`src/rtl/hilo_mult_seq_pkg.sv`:
```
// Shared CPU definitions for the HI/LO multiplier sequencer and the decoder.
// Holds the FSM state type, the operand width and the regsel codes for HI/LO.
package hilo_mult_seq_pkg;

  localparam int MULT_WIDTH = 32;

  localparam logic [1:0] REGSEL_HI = 2'd1;
  localparam logic [1:0] REGSEL_LO = 2'd2;

  typedef enum logic [1:0] {
    IDLE = 2'd0,
    CALC = 2'd1,
    DONE = 2'd2
  } mult_state_t;

endpackage

```
`src/rtl/hilo_mult_seq.sv`:
```
// Iterative shift-add mult/multu unit that owns HI/LO and stalls EX.
// Ports: clk, rst (sync, active-high), start, is_signed, a, b, hilo_read
//        in; busy, done, stall, hi, lo out.
module hilo_mult_seq
  import hilo_mult_seq_pkg::*;
#(
  parameter int WIDTH = MULT_WIDTH
) (
  input  logic             clk,
  input  logic             rst,
  input  logic             start,
  input  logic             is_signed,
  input  logic [WIDTH-1:0] a,
  input  logic [WIDTH-1:0] b,
  input  logic             hilo_read,
  output logic             busy,
  output logic             done,
  output logic             stall,
  output logic [WIDTH-1:0] hi,
  output logic [WIDTH-1:0] lo
);

  localparam int CNT_W = $clog2(WIDTH);
  localparam logic [CNT_W-1:0] CNT_LAST = CNT_W'(WIDTH - 1);

  mult_state_t      state_q, state_d;
  logic [WIDTH:0]   acc_q, acc_d;
  logic [WIDTH-1:0] mplier_q, mplier_d;
  logic [WIDTH-1:0] mcand_q;
  logic [CNT_W-1:0] cnt_q;
  logic             neg_q;
  logic             busy_q, done_q;
  logic [WIDTH-1:0] hi_q, lo_q;

  logic [WIDTH-1:0]   mag_a, mag_b;
  logic [WIDTH:0]     sum;
  logic [2*WIDTH-1:0] prod, prod_fix;

  always_comb begin
    state_d  = state_q;
    mag_a    = a;
    mag_b    = b;
    sum      = '0;
    acc_d    = acc_q;
    mplier_d = mplier_q;
    prod     = '0;
    prod_fix = '0;
    stall    = busy_q & (hilo_read | start);

    // |-2^(W-1)| wraps to 2^(W-1), which is exact as an unsigned value.
    if (is_signed) begin
      if (a[WIDTH-1]) mag_a = ~a + 1'b1;
      if (b[WIDTH-1]) mag_b = ~b + 1'b1;
    end

    // acc[W] is always zero here (cleared on start, shifted in as 0).
    sum = acc_q + (mplier_q[0] ? {1'b0, mcand_q} : '0);
    acc_d    = {1'b0, sum[WIDTH:1]};
    mplier_d = {sum[0], mplier_q[WIDTH-1:1]};

    prod     = {acc_q[WIDTH-1:0], mplier_q};
    prod_fix = neg_q ? (~prod + 1'b1) : prod;

    unique case (state_q)
      IDLE: if (start) state_d = CALC;
      CALC: if (cnt_q == CNT_LAST) state_d = DONE;
      DONE: state_d = IDLE;
      default: state_d = IDLE;
    endcase
  end

  always_ff @(posedge clk) begin
    if (rst) begin
      state_q  <= IDLE;
      acc_q    <= '0;
      mplier_q <= '0;
      mcand_q  <= '0;
      cnt_q    <= '0;
      neg_q    <= 1'b0;
      busy_q   <= 1'b0;
      done_q   <= 1'b0;
      hi_q     <= '0;
      lo_q     <= '0;
    end else begin
      state_q <= state_d;
      unique case (state_q)
        IDLE: begin
          done_q <= 1'b0;
          if (start) begin
            mcand_q  <= mag_a;
            mplier_q <= mag_b;
            neg_q    <= is_signed & (a[WIDTH-1] ^ b[WIDTH-1]);
            acc_q    <= '0;
            cnt_q    <= '0;
            busy_q   <= 1'b1;
          end
        end
        CALC: begin
          acc_q    <= acc_d;
          mplier_q <= mplier_d;
          cnt_q    <= cnt_q + 1'b1;
          if (cnt_q == CNT_LAST) done_q <= 1'b1;
        end
        DONE: begin
          hi_q   <= prod_fix[2*WIDTH-1:WIDTH];
          lo_q   <= prod_fix[WIDTH-1:0];
          done_q <= 1'b0;
          busy_q <= 1'b0;
        end
        default: begin
          done_q <= 1'b0;
          busy_q <= 1'b0;
        end
      endcase
    end
  end

  assign busy = busy_q;
  assign done = done_q;
  assign hi   = hi_q;
  assign lo   = lo_q;

endmodule

```
`config.mk`:
```
export PLATFORM = sky130hd
export DESIGN_NAME = hilo_mult_seq
export DESIGN_NICKNAME = d
export VERILOG_FILES = /design/src/rtl/hilo_mult_seq_pkg.sv /design/src/rtl/hilo_mult_seq.sv
export SDC_FILE = /design/constraint.sdc
export NUM_CORES = 1
export LEC_CHECK = 0
export BUFFER_PORTS_ARGS = -buffer_cell sky130_fd_sc_hd__buf_2
export CAP_MARGIN = 20
export CORE_MARGIN = 5
export CORE_UTILIZATION = 60
export CTS_CLUSTER_SIZE = 12
export DETAILED_ROUTE_END_ITERATION = 7
export PLACE_DENSITY_LB_ADDON = 0.2
export SYNTH_ARGS = -nofsm -noshare
export SYNTH_HDL_FRONTEND = slang
export SYNTH_SLANG_ARGS = --single-unit
```
`constraint.sdc`:
```
create_clock -name clk -period 8.8 [get_ports clk]
set_clock_uncertainty 0.05 [all_clocks]
set_input_delay 0.88 -clock clk [delete_from_list [all_inputs] [get_ports clk]]
set_output_delay 0.88 -clock clk [all_outputs]
set_load 0.05 [all_outputs]
```
==> run metrics, run 1 <==
outcome=finished clean; Flop pwr share=0.437; ANT nets after route=0; Critical Path Max Stage Delay=0.97 ns; final worst setup slack=4.769 ns; worst min path class=flop to flop; design area=11710 um2; FFs w/ async S/R, synth=0; DR DRC count=0; ys flop type=dfxtp_1; Final setup viols=0; drt initial violations=801; Netlist cell types=63; CTS H-Tree Depth=4; WL/cell=between 15 and 20 um; fmax=248.1 MHz; final core utilization=0.6865; CTS Buf Count=17; Ant. Diodes=0; vias per cell=6.016; total power divided by cell area=163.1 nW/um2; pre-CTS setup slack=4.871 ns; P&R area growth vs syn=13.64%; Die H=141.0 um; via count=9637; CP Data Required Time=9.05 ns; Root Driver=clkbuf_16; Final Cycle Share=0.4580; Leak=between 4 and 5 nW; FP Rows=48; kind of critical path=flop to flop; num ports=136; Initial Util=0.6041; initial antenna violation count=0; syn_nets=about 1400; clock-pin transition on the worst setup and hold timing paths=roughly 0.07 ns; max-slew headroom at the worst pin=0.3231; Detail Placement HPWL=19180 um; Clock Latency Late Sink=0.43 ns; routability congestion estimate=0.9077; register area share after synthesis=0.3303; CTS tree=yes; WP data arrival=about 4.3 ns; Switching Fraction=0.2745; PortBufs=approximately 140; core area=17060 um2; CP endpoint kind=flop; internal power=1.385 mW; die area=19890 um2; sw power=0.5241 mW; post-route setup TNS=0 ns; Post-CTS Hold Buffers=0; CTS Sinks=170; RSZ-0062 raised after global routing=no; fillers=1472; vias in the first global route=8388; Yosys reg bits=170; placed inst area=11040 um2; first-pass GRT wire length=41890 um; Hold WS=0.4142 ns; Die W=~140 um; Area contributors post-synth=dfxtp_1 33%, xor2_1 6.0%, xnor2_1 5.6%, a21oi_1 5.2%, a211oi_1 4.7%; maximum VDD drop=0.1451 mV; Max-cap violations=0; All-Layer GR Usage=0.2533; final WL=approximately 26000 um; Final nets=1471; Slowest-stage cell, CP=dfxtp_1; CTS resizes=0; worst slew pin tran=1.015 ns; Mean Syn Cell Area=roughly 8.1 um2; largest net degree at the start of global routing=100; Final Slew Violations=0; Hold Vio Cnt, Final=0; top-area cell type share of the netlist area=0.3303; critical path, cell by cell=and2_1 > ha_1 > inv_1 > fa_1 > nor2b_1 > o2111ai_1 > a21oi_1 > a21oi_1 > o41ai_1 > a311o_1 > xnor2_1 > o21ai_0; Yosys Warn Count=0; worst path buffer plus inverter count=1; area leader, netlist=dfxtp_1; CP most frequent cell=a21oi_1; layout cells sized above 1=0.1511; # Post-CTS Setup Buffers=0; most common cell in the netlist=dfxtp_1; Mapped Area=10300 um2; Logic pwr share=0.138; Clock power frac=0.424; EDFF count, synth=0; cell count after synthesis=1278; GR Overflow Total=0; synth cell count leaders=170 x dfxtp_1, 115 x nand2_1, 115 x nor2_1, 108 x a21oi_1, 77 x o21ai_0; CP top delay family=compound AO/OA/AOI/OAI gates; CP Max Fanout=36; min Tclk post-route=4.031 ns; first drt pass iteration count=5; Setup crit start kind=flop; Max clock buf depth=2
## worst paths after layout
path / start / endpoint / slack [ns] / depth (start not counted)
worst max-delay path: mplier_q[0]$_SDFFE_PP0P_ / acc_q[23]$_SDFFE_PP0P_ / 4.77 / 12
worst min-delay path: mcand_q[0]$_SDFFE_PP0P_ / mcand_q[0]$_SDFFE_PP0P_ / 0.41 / 2
worst max register to register: mplier_q[0]$_SDFFE_PP0P_ / acc_q[23]$_SDFFE_PP0P_ / 4.77 / 12
worst min register to register: mcand_q[0]$_SDFFE_PP0P_ / mcand_q[0]$_SDFFE_PP0P_ / 0.41 / 2
## final cells by class
class	count	area (um2)	share of cell area
clock buffers	19	442.9	0.03783
clock inverters	13	188.9	0.01614
flip-flops and latches	170	3405	0.2908
inverters	21	78.83	0.006732
multi-input cells	1009	6541	0.5587
well taps	225	281.5	0.02404
repair buffers	145	770.7	0.06583
## power groups by stage
stage | clock network, mW | registers (mW) | logic, mW
2_1_floorplan | 0 | 0.837 | 0.193
3_3_place_gp | 0 | 0.852 | 0.251
3_5_place_dp | 0 | 0.854 | 0.256
4_1_cts | 0.819 | 0.837 | 0.258
5_1_grt | 0.854 | 0.838 | 0.291
6_report | 0.810 | 0.835 | 0.264
## per-stage QoR
step | total power [mW] | std cells
final | 1.909 | 1602
after global placement | 1.103 | 1567
after global routing | 1.984 | 1602
after detailed placement | 1.110 | 1567
after CTS | 1.913 | 1599
after floorplan | 1.030 | 1278
## cell families (layout without fill, tap and decap cells)
group           count (synthesis)  count (layout)  synth area share
compound gates                417             417            0.2692
simple gates                  416             416            0.1993
mux                             2               2          0.001943
xor+xnor                      136             136            0.1156
buf+inv                        99             198           0.03679
fa+ha+maj                      38              38           0.04687
flops                         170             170            0.3303
## sequential cells by signal, indices dropped and copies added (netlist names)
signal / count
cnt_q: 5
hi: 32
lo: 32
mcand_q: 32
state_q: 2
neg_q: 1
mplier_q: 32
acc_q: 32
done: 1
busy: 1
## cell usage in the layout, fill, tap and decap left out, types with 4 or more instances in the layout
cell type  Yosys  final
or3_1         19     19
nand2b_1       7      7
ha_1          37     37
o31ai_1       28     28
bufinv_16      0      4
and3_1         7      7
nand2_1      115    115
or2_2          8      8
a21o_1        14     14
nor2b_1        5      4
xnor2_1       66     66
buf_2          0    135
clkbuf_16      0     17
a21oi_1      108    108
dfxtp_1      170    169
buf_4          0      8
a211oi_1      64     64
o41ai_1       15     15
o21a_1         8      8
o21ai_0       77     77
a311oi_1       4      4
a22o_1        30     30
a31oi_1       11     11
nand3_1       36     36
nor2_1       115    112
and2_1        35     35
xor2_1        70     70
nand4_1       10     10
nor3_1        22     22
o211ai_1       5      5
or4_1         11     11
or4_4          5      5
o21bai_1       4      4
a22oi_1       30     30
inv_1         21     21
## metal layers
metal,routed length [um],up-vias,global-route usage,part of all wire
li1,-,4845,-,-
met1,13000,4408,0.4052,0.50
met2,10730,360,0.3574,0.41
met3,2250,24,0.04104,0.086
met4,217,0,0.04691,0.0083
met5,0,-,0,0
## tightest hold or removal path, cell delays in order, from the launching register on
cell	delay, ns
dfxtp_1	0.31
nand2_1	0.05
a21oi_1	0.06
(Power assumes the default switching activity.)
==> run 2: changes to the inputs <==
Settings changed: CORE_UTILIZATION 60 to 59.
Clock period 8.8 ns to 3.9 ns, I/O delays scaled along.
==> run metrics, run 2 (synthesis results as in run 1) <==
outcome=finished clean; num ports=136 (unchanged); vias in the first global route=8442 (+0.64%); Die H=142.2 um (+0.78%); critical path depth=12 (unchanged); CTS resizes=0 (unchanged); clock-pin transition on the worst setup and hold timing paths=0.07 ns (about the same); kind of critical path=flop to flop; vias per cell=5.966 (-0.82%); most frequent cells in the layout=169 x dfxtp_1, 134 x buf_2, 115 x nand2_1; Root Driver=clkbuf_16; CTS Sinks=170 (unchanged); die area=20210 um2 (+1.6%); final WL=26530 um (+1.3%); largest net degree at the start of global routing=82 (-18%); FP Rows=48 (unchanged); RSZ-0062 raised after global routing=no; initial antenna violation count=0 (unchanged); CTS tree=yes; layout cells sized above 1=0.1536 (+0.002570); commonest non-fill, non-tap cell in the layout=dfxtp_1; hold path depth=3 (+1); Max-cap violations=0 (unchanged); post-route setup TNS=0 ns (unchanged); fmax=282.2 MHz (+14%); maximum VDD drop=0.3219 mV (+120%); Final Cycle Share=0.9088 (+0.4507); first-pass GRT wire length=42800 um (+2.2%); PortBufs=135 (unchanged); DR DRC count=0 (unchanged); Ant. Diodes=0 (unchanged); Slowest-stage cell, CP=o41ai_1; GR Overflow Total=0 (unchanged); Clock Latency Late Sink=0.44 ns (about the same); Setup crit start kind=flop; drt initial violations=737 (-8.0%); Detail Placement HPWL=19580 um (+2.1%); Final Slew Violations=0 (unchanged); Die W=142.2 um (+0.78%); CP Max Fanout=7 (-81%); ANT nets after route=0 (unchanged); Final nets=1474 (+0.20%); Critical Path Max Stage Delay=0.68 ns (-0.29 ns); All-Layer GR Usage=0.2582 (+0.004865); critical path, cell by cell=and2_1 > ha_1 > inv_1 > fa_1 > nor2b_1 > o2111ai_1 > a21oi_1 > a21oi_1 > o41ai_1 > a311o_1 > xnor2_1 > o21ai_0; total power=4.169 mW (+120%); Final setup viols=0 (unchanged); total power divided by cell area=356.8 nW/um2 (+120%); WP data arrival=3.80 ns (-0.48 ns); first drt pass iteration count=5 (unchanged); CTS H-Tree Depth=4 (unchanged); CP Data Required Time=4.15 ns (-4.90 ns); min Tclk post-route=3.544 ns (-0.4867 ns); worst min path class=input pin to flop; worst slew pin tran=0.9571 ns (-0.05823 ns); Post-CTS Hold Buffers=0 (unchanged); P&R area growth vs syn=13.39%; CP most frequent cell=a21oi_1; WL/cell=16.53 um (+1.1%); routability congestion estimate=0.9434 (+3.9%); via count=9576 (-0.63%); CP endpoint kind=flop; CP top delay family=compound AO/OA/AOI/OAI gates; max-slew headroom at the worst pin=0.3600 (+0.03689); reg2reg setup slack=0.36 ns (-4.41 ns); worst path buffer plus inverter count=1 (unchanged); Leak=4.562 nW (-0.63%); Initial Util=0.5978 (-0.006315); core area=17240 um2 (+1.1%); Max clock buf depth=2 (unchanged); R2R cell count=12 (unchanged); Hold Vio Cnt, Final=0 (unchanged); CTS Buf Count=17 (unchanged); # Post-CTS Setup Buffers=0 (unchanged)
## run 2: power by group
part	switching (mW)	internal, mW	leakage, nW	total, mW
registers	0.0848	1.80	1.38	1.88
logic	0.367	0.229	2.91	0.596
clock network	0.724	0.963	0.268	1.69
## run 2: worst min-delay path, delay by kind of cell
kind,cells,cell delay (ns)
AO/OA/AOI/OAI,1,0.07
AND/OR/NAND/NOR,1,0.05
buffers and inverters,1,0.11
## run 2: area by class of cell
class,instances,area (um2)
multi-input cells,1009,6544
clock inverters,13,145.1
inverters,21,78.83
fillers,1455,5553
flip-flops and latches,170,3405
repair buffers,148,787.0
clock buffers,19,442.9
well taps,225,281.5
## run 2: path summary, 6_finish.rpt
check | startpoint | to
max | mplier_q[0]$_SDFFE_PP0P_ | acc_q[23]$_SDFFE_PP0P_
min | a[1] | mcand_q[1]$_SDFFE_PP0P_
max reg2reg | mplier_q[0]$_SDFFE_PP0P_ | acc_q[23]$_SDFFE_PP0P_
min reg2reg | mcand_q[31]$_SDFFE_PP0P_ | mcand_q[31]$_SDFFE_PP0P_
## run 2: layer usage
layer	up-vias	global-route usage	wire, um
li1	4854	-	-
met1	4308	0.4101	13260
met2	384	0.3645	10670
met3	30	0.04099	2287
met4	0	0.05657	303
met5	-	0	0
## run 2: stage by stage
step	setup WS, ns	hold WS, ns	utilization	std cells	cell area, um2
after global routing	0.1662	0.1860	0.6778	1605	11680
after CTS	0.4822	0.1750	0.6763	1603	11660
after global placement	0.6117	0.3936	0.6422	1571	11070
after floorplan	0.9481	0.3817	-	1278	10300
final	0.3559	0.1817	0.6778	1605	11680
after detailed placement	0.5259	0.4000	0.6422	1571	11070
==> run 3: changes to the inputs <==
--- a/config.mk
+++ b/config.mk
@@ -11,2 +11,3 @@
 export CORE_UTILIZATION = 59
+export CTS_BUF_LIST = sky130_fd_sc_hd__clkbuf_16
 export CTS_CLUSTER_SIZE = 12
--- a/constraint.sdc
+++ b/constraint.sdc
@@ -4,2 +4,2 @@
 set_output_delay 0.39 -clock clk [all_outputs]
-set_load 0.05 [all_outputs]
+set_load 0.1 [all_outputs]
==> run metrics, run 3 (synthesis results as in run 1) <==
max-slew headroom at the worst pin=0.3580 (-0.002032); Ant. Diodes=0 (unchanged); Detail Placement HPWL=19580 um (unchanged); commonest non-fill, non-tap cell in the layout=dfxtp_1; Slowest-stage cell, CP=o41ai_1; Max-cap violations=0 (unchanged); clock-pin transition on the worst setup and hold timing paths=0.07 ns (about the same); GR Overflow Total=0 (unchanged); worst min path class=input pin to flop; design area=11670 um2 (about the same); CP endpoint kind=flop; critical path, cell by cell=and2_1 > ha_1 > inv_1 > fa_1 > nor2b_1 > o2111ai_1 > a21oi_1 > a21oi_1 > o41ai_1 > a311o_1 > xnor2_1 > o21ai_0; Setup crit start kind=flop; Initial Util=0.5978 (unchanged); Final setup viols=0 (unchanged); most frequent cells in the layout=169 x dfxtp_1, 134 x buf_2, 115 x nand2_1; outcome=finished clean; WL/cell=16.45 um (-0.49%); WP data arrival=3.79 ns (about the same); routability congestion estimate=0.9434 (unchanged); vias in the first global route=8428 (-0.17%); via count=9537 (-0.41%); All-Layer GR Usage=0.2572 (-0.001006); vias per cell=5.942 (-0.41%); DR DRC count=0 (unchanged); Die H=142.2 um (unchanged); CP Max Fanout=7 (unchanged); total power divided by cell area=355.5 nW/um2 (-0.35%); largest net degree at the start of global routing=82 (unchanged); Logic pwr share=0.145 (+0.002); maximum VDD drop=0.3190 mV (-0.91%); drt initial violations=852 (+16%); Non-Filler Instances=1605 (unchanged); first-pass GRT wire length=42700 um (-0.24%); Critical Path Max Stage Delay=0.67 ns (about the same); fmax=282.7 MHz (+0.18%); Final Slew Violations=0 (unchanged); total power=4.150 mW (-0.44%); initial antenna violation count=0 (unchanged); Flop pwr share=0.454 (+0.002); placed cell count=1571 (unchanged); layout cells sized above 1=0.1529 (-0.0007246); CTS H-Tree Depth=4 (unchanged); Post-CTS Hold Buffers=0 (unchanged); PortBufs=135 (unchanged); # Post-CTS Setup Buffers=0 (unchanged); Max clock buf depth=2 (unchanged); final WL=26400 um (-0.49%); Die W=142.2 um (unchanged); Leak=4.560 nW (about the same); CTS tree=yes; CTS Sinks=170 (unchanged); Final Cycle Share=0.9071 (-0.001647); CTS resizes=0 (unchanged); RSZ-0062 raised after global routing=no; min Tclk post-route=3.538 ns (-0.006424 ns); Switching Fraction=0.2842 (+0.002146); Final nets=1474 (unchanged); Clock Latency Late Sink=0.43 ns (about the same); Clock power frac=0.401 (-0.004); internal power=2.971 mW (-0.74%); FP Rows=48 (unchanged); first drt pass iteration count=5 (unchanged); num ports=136 (unchanged); CP most frequent cell=a21oi_1; placed inst area=11070 um2 (unchanged); CTS Buf Count=17 (unchanged); worst slew pin tran=0.9601 ns (+0.003039 ns); kind of critical path=flop to flop; ANT nets after route=0 (unchanged); CP Data Required Time=4.15 ns (about the same); P&R area growth vs syn=13.30% (about the same); core area=17240 um2 (unchanged); sw power=1.180 mW (+0.32%); post-route setup TNS=0 ns (unchanged); die area=20210 um2 (unchanged); Root Driver=clkbuf_16; Hold Vio Cnt, Final=0 (unchanged)
==> run 3: cell types whose count changed in the layout (fill, tap and decap cells not counted) <==
| cell | before | now |
|---|---|---|
| inv_1 | 21 | 22 |
| clkbuf_1 | 1 | 0 |
| clkbuf_8 | 1 | 0 |
| clkinv_1 | 0 | 1 |
==> run 3: worst max-delay path, delay by kind of cell (launching register included) <==
kind                       cells  cell delay [ns]
DFF                            1             0.45
AOI/OAI and AO/OA              6             1.75
adders and majority gates      2             0.58
xor gates and xnor gates       1             0.13
buffers and inverters          1             0.07
and+or+nand+nor                2             0.38
==> run 3: per-layer routing <==
layer / global-route usage / wire length, um / up-vias / share of wire
met1: 0.4092 / 13300 / 4319 / 0.50
li1: - / - / 4849 / -
met2: 0.3645 / 10700 / 343 / 0.41
met3: 0.03898 / 2132 / 26 / 0.081
met4: 0.05455 / 267 / 0 / 0.010
met5: 0 / 0 / - / 0
==> run 3: through the flow <==
stage	hold slack [ns]	worst slack, ns	utilization
floorplan	0.3817	0.9481	-
global placement	0.3936	0.6117	0.6422
detailed placement	0.4000	0.5259	0.6422
CTS	0.1768	0.4822	0.6757
global route	0.1894	0.1676	0.6773
finish	0.1870	0.3623	0.6773
==> run 3: final cells by class <==
cell class	instances	area, um2
Fill cell	1458	5563
Inverter	21	78.83
Multi-Input combinational cell	1009	6544
Timing Repair Buffer	148	787.0
Tap cell	225	281.5
Clock inverter	15	152.6
Clock buffer	17	425.4
Sequential cell	170	3405
==> run 3: final timing paths <==
path | from | end | slack, ns | cells after the start
max | mplier_q[0]$_SDFFE_PP0P_ | acc_q[23]$_SDFFE_PP0P_ | 0.36 | 12
min | a[1] | mcand_q[1]$_SDFFE_PP0P_ | 0.19 | 3
max reg2reg | mplier_q[0]$_SDFFE_PP0P_ | acc_q[23]$_SDFFE_PP0P_ | 0.36 | 12
min reg2reg | mcand_q[31]$_SDFFE_PP0P_ | mcand_q[31]$_SDFFE_PP0P_ | 0.41 | 2
==> run 3: power groups by stage <==
stage,Clock (mW),Sequential [mW],Combinational [mW]
2_1_floorplan,0,1.89,0.439
3_3_place_gp,0,1.92,0.585
3_5_place_dp,0,1.92,0.594
4_1_cts,1.69,1.88,0.598
5_1_grt,1.77,1.89,0.670
6_report,1.66,1.88,0.602
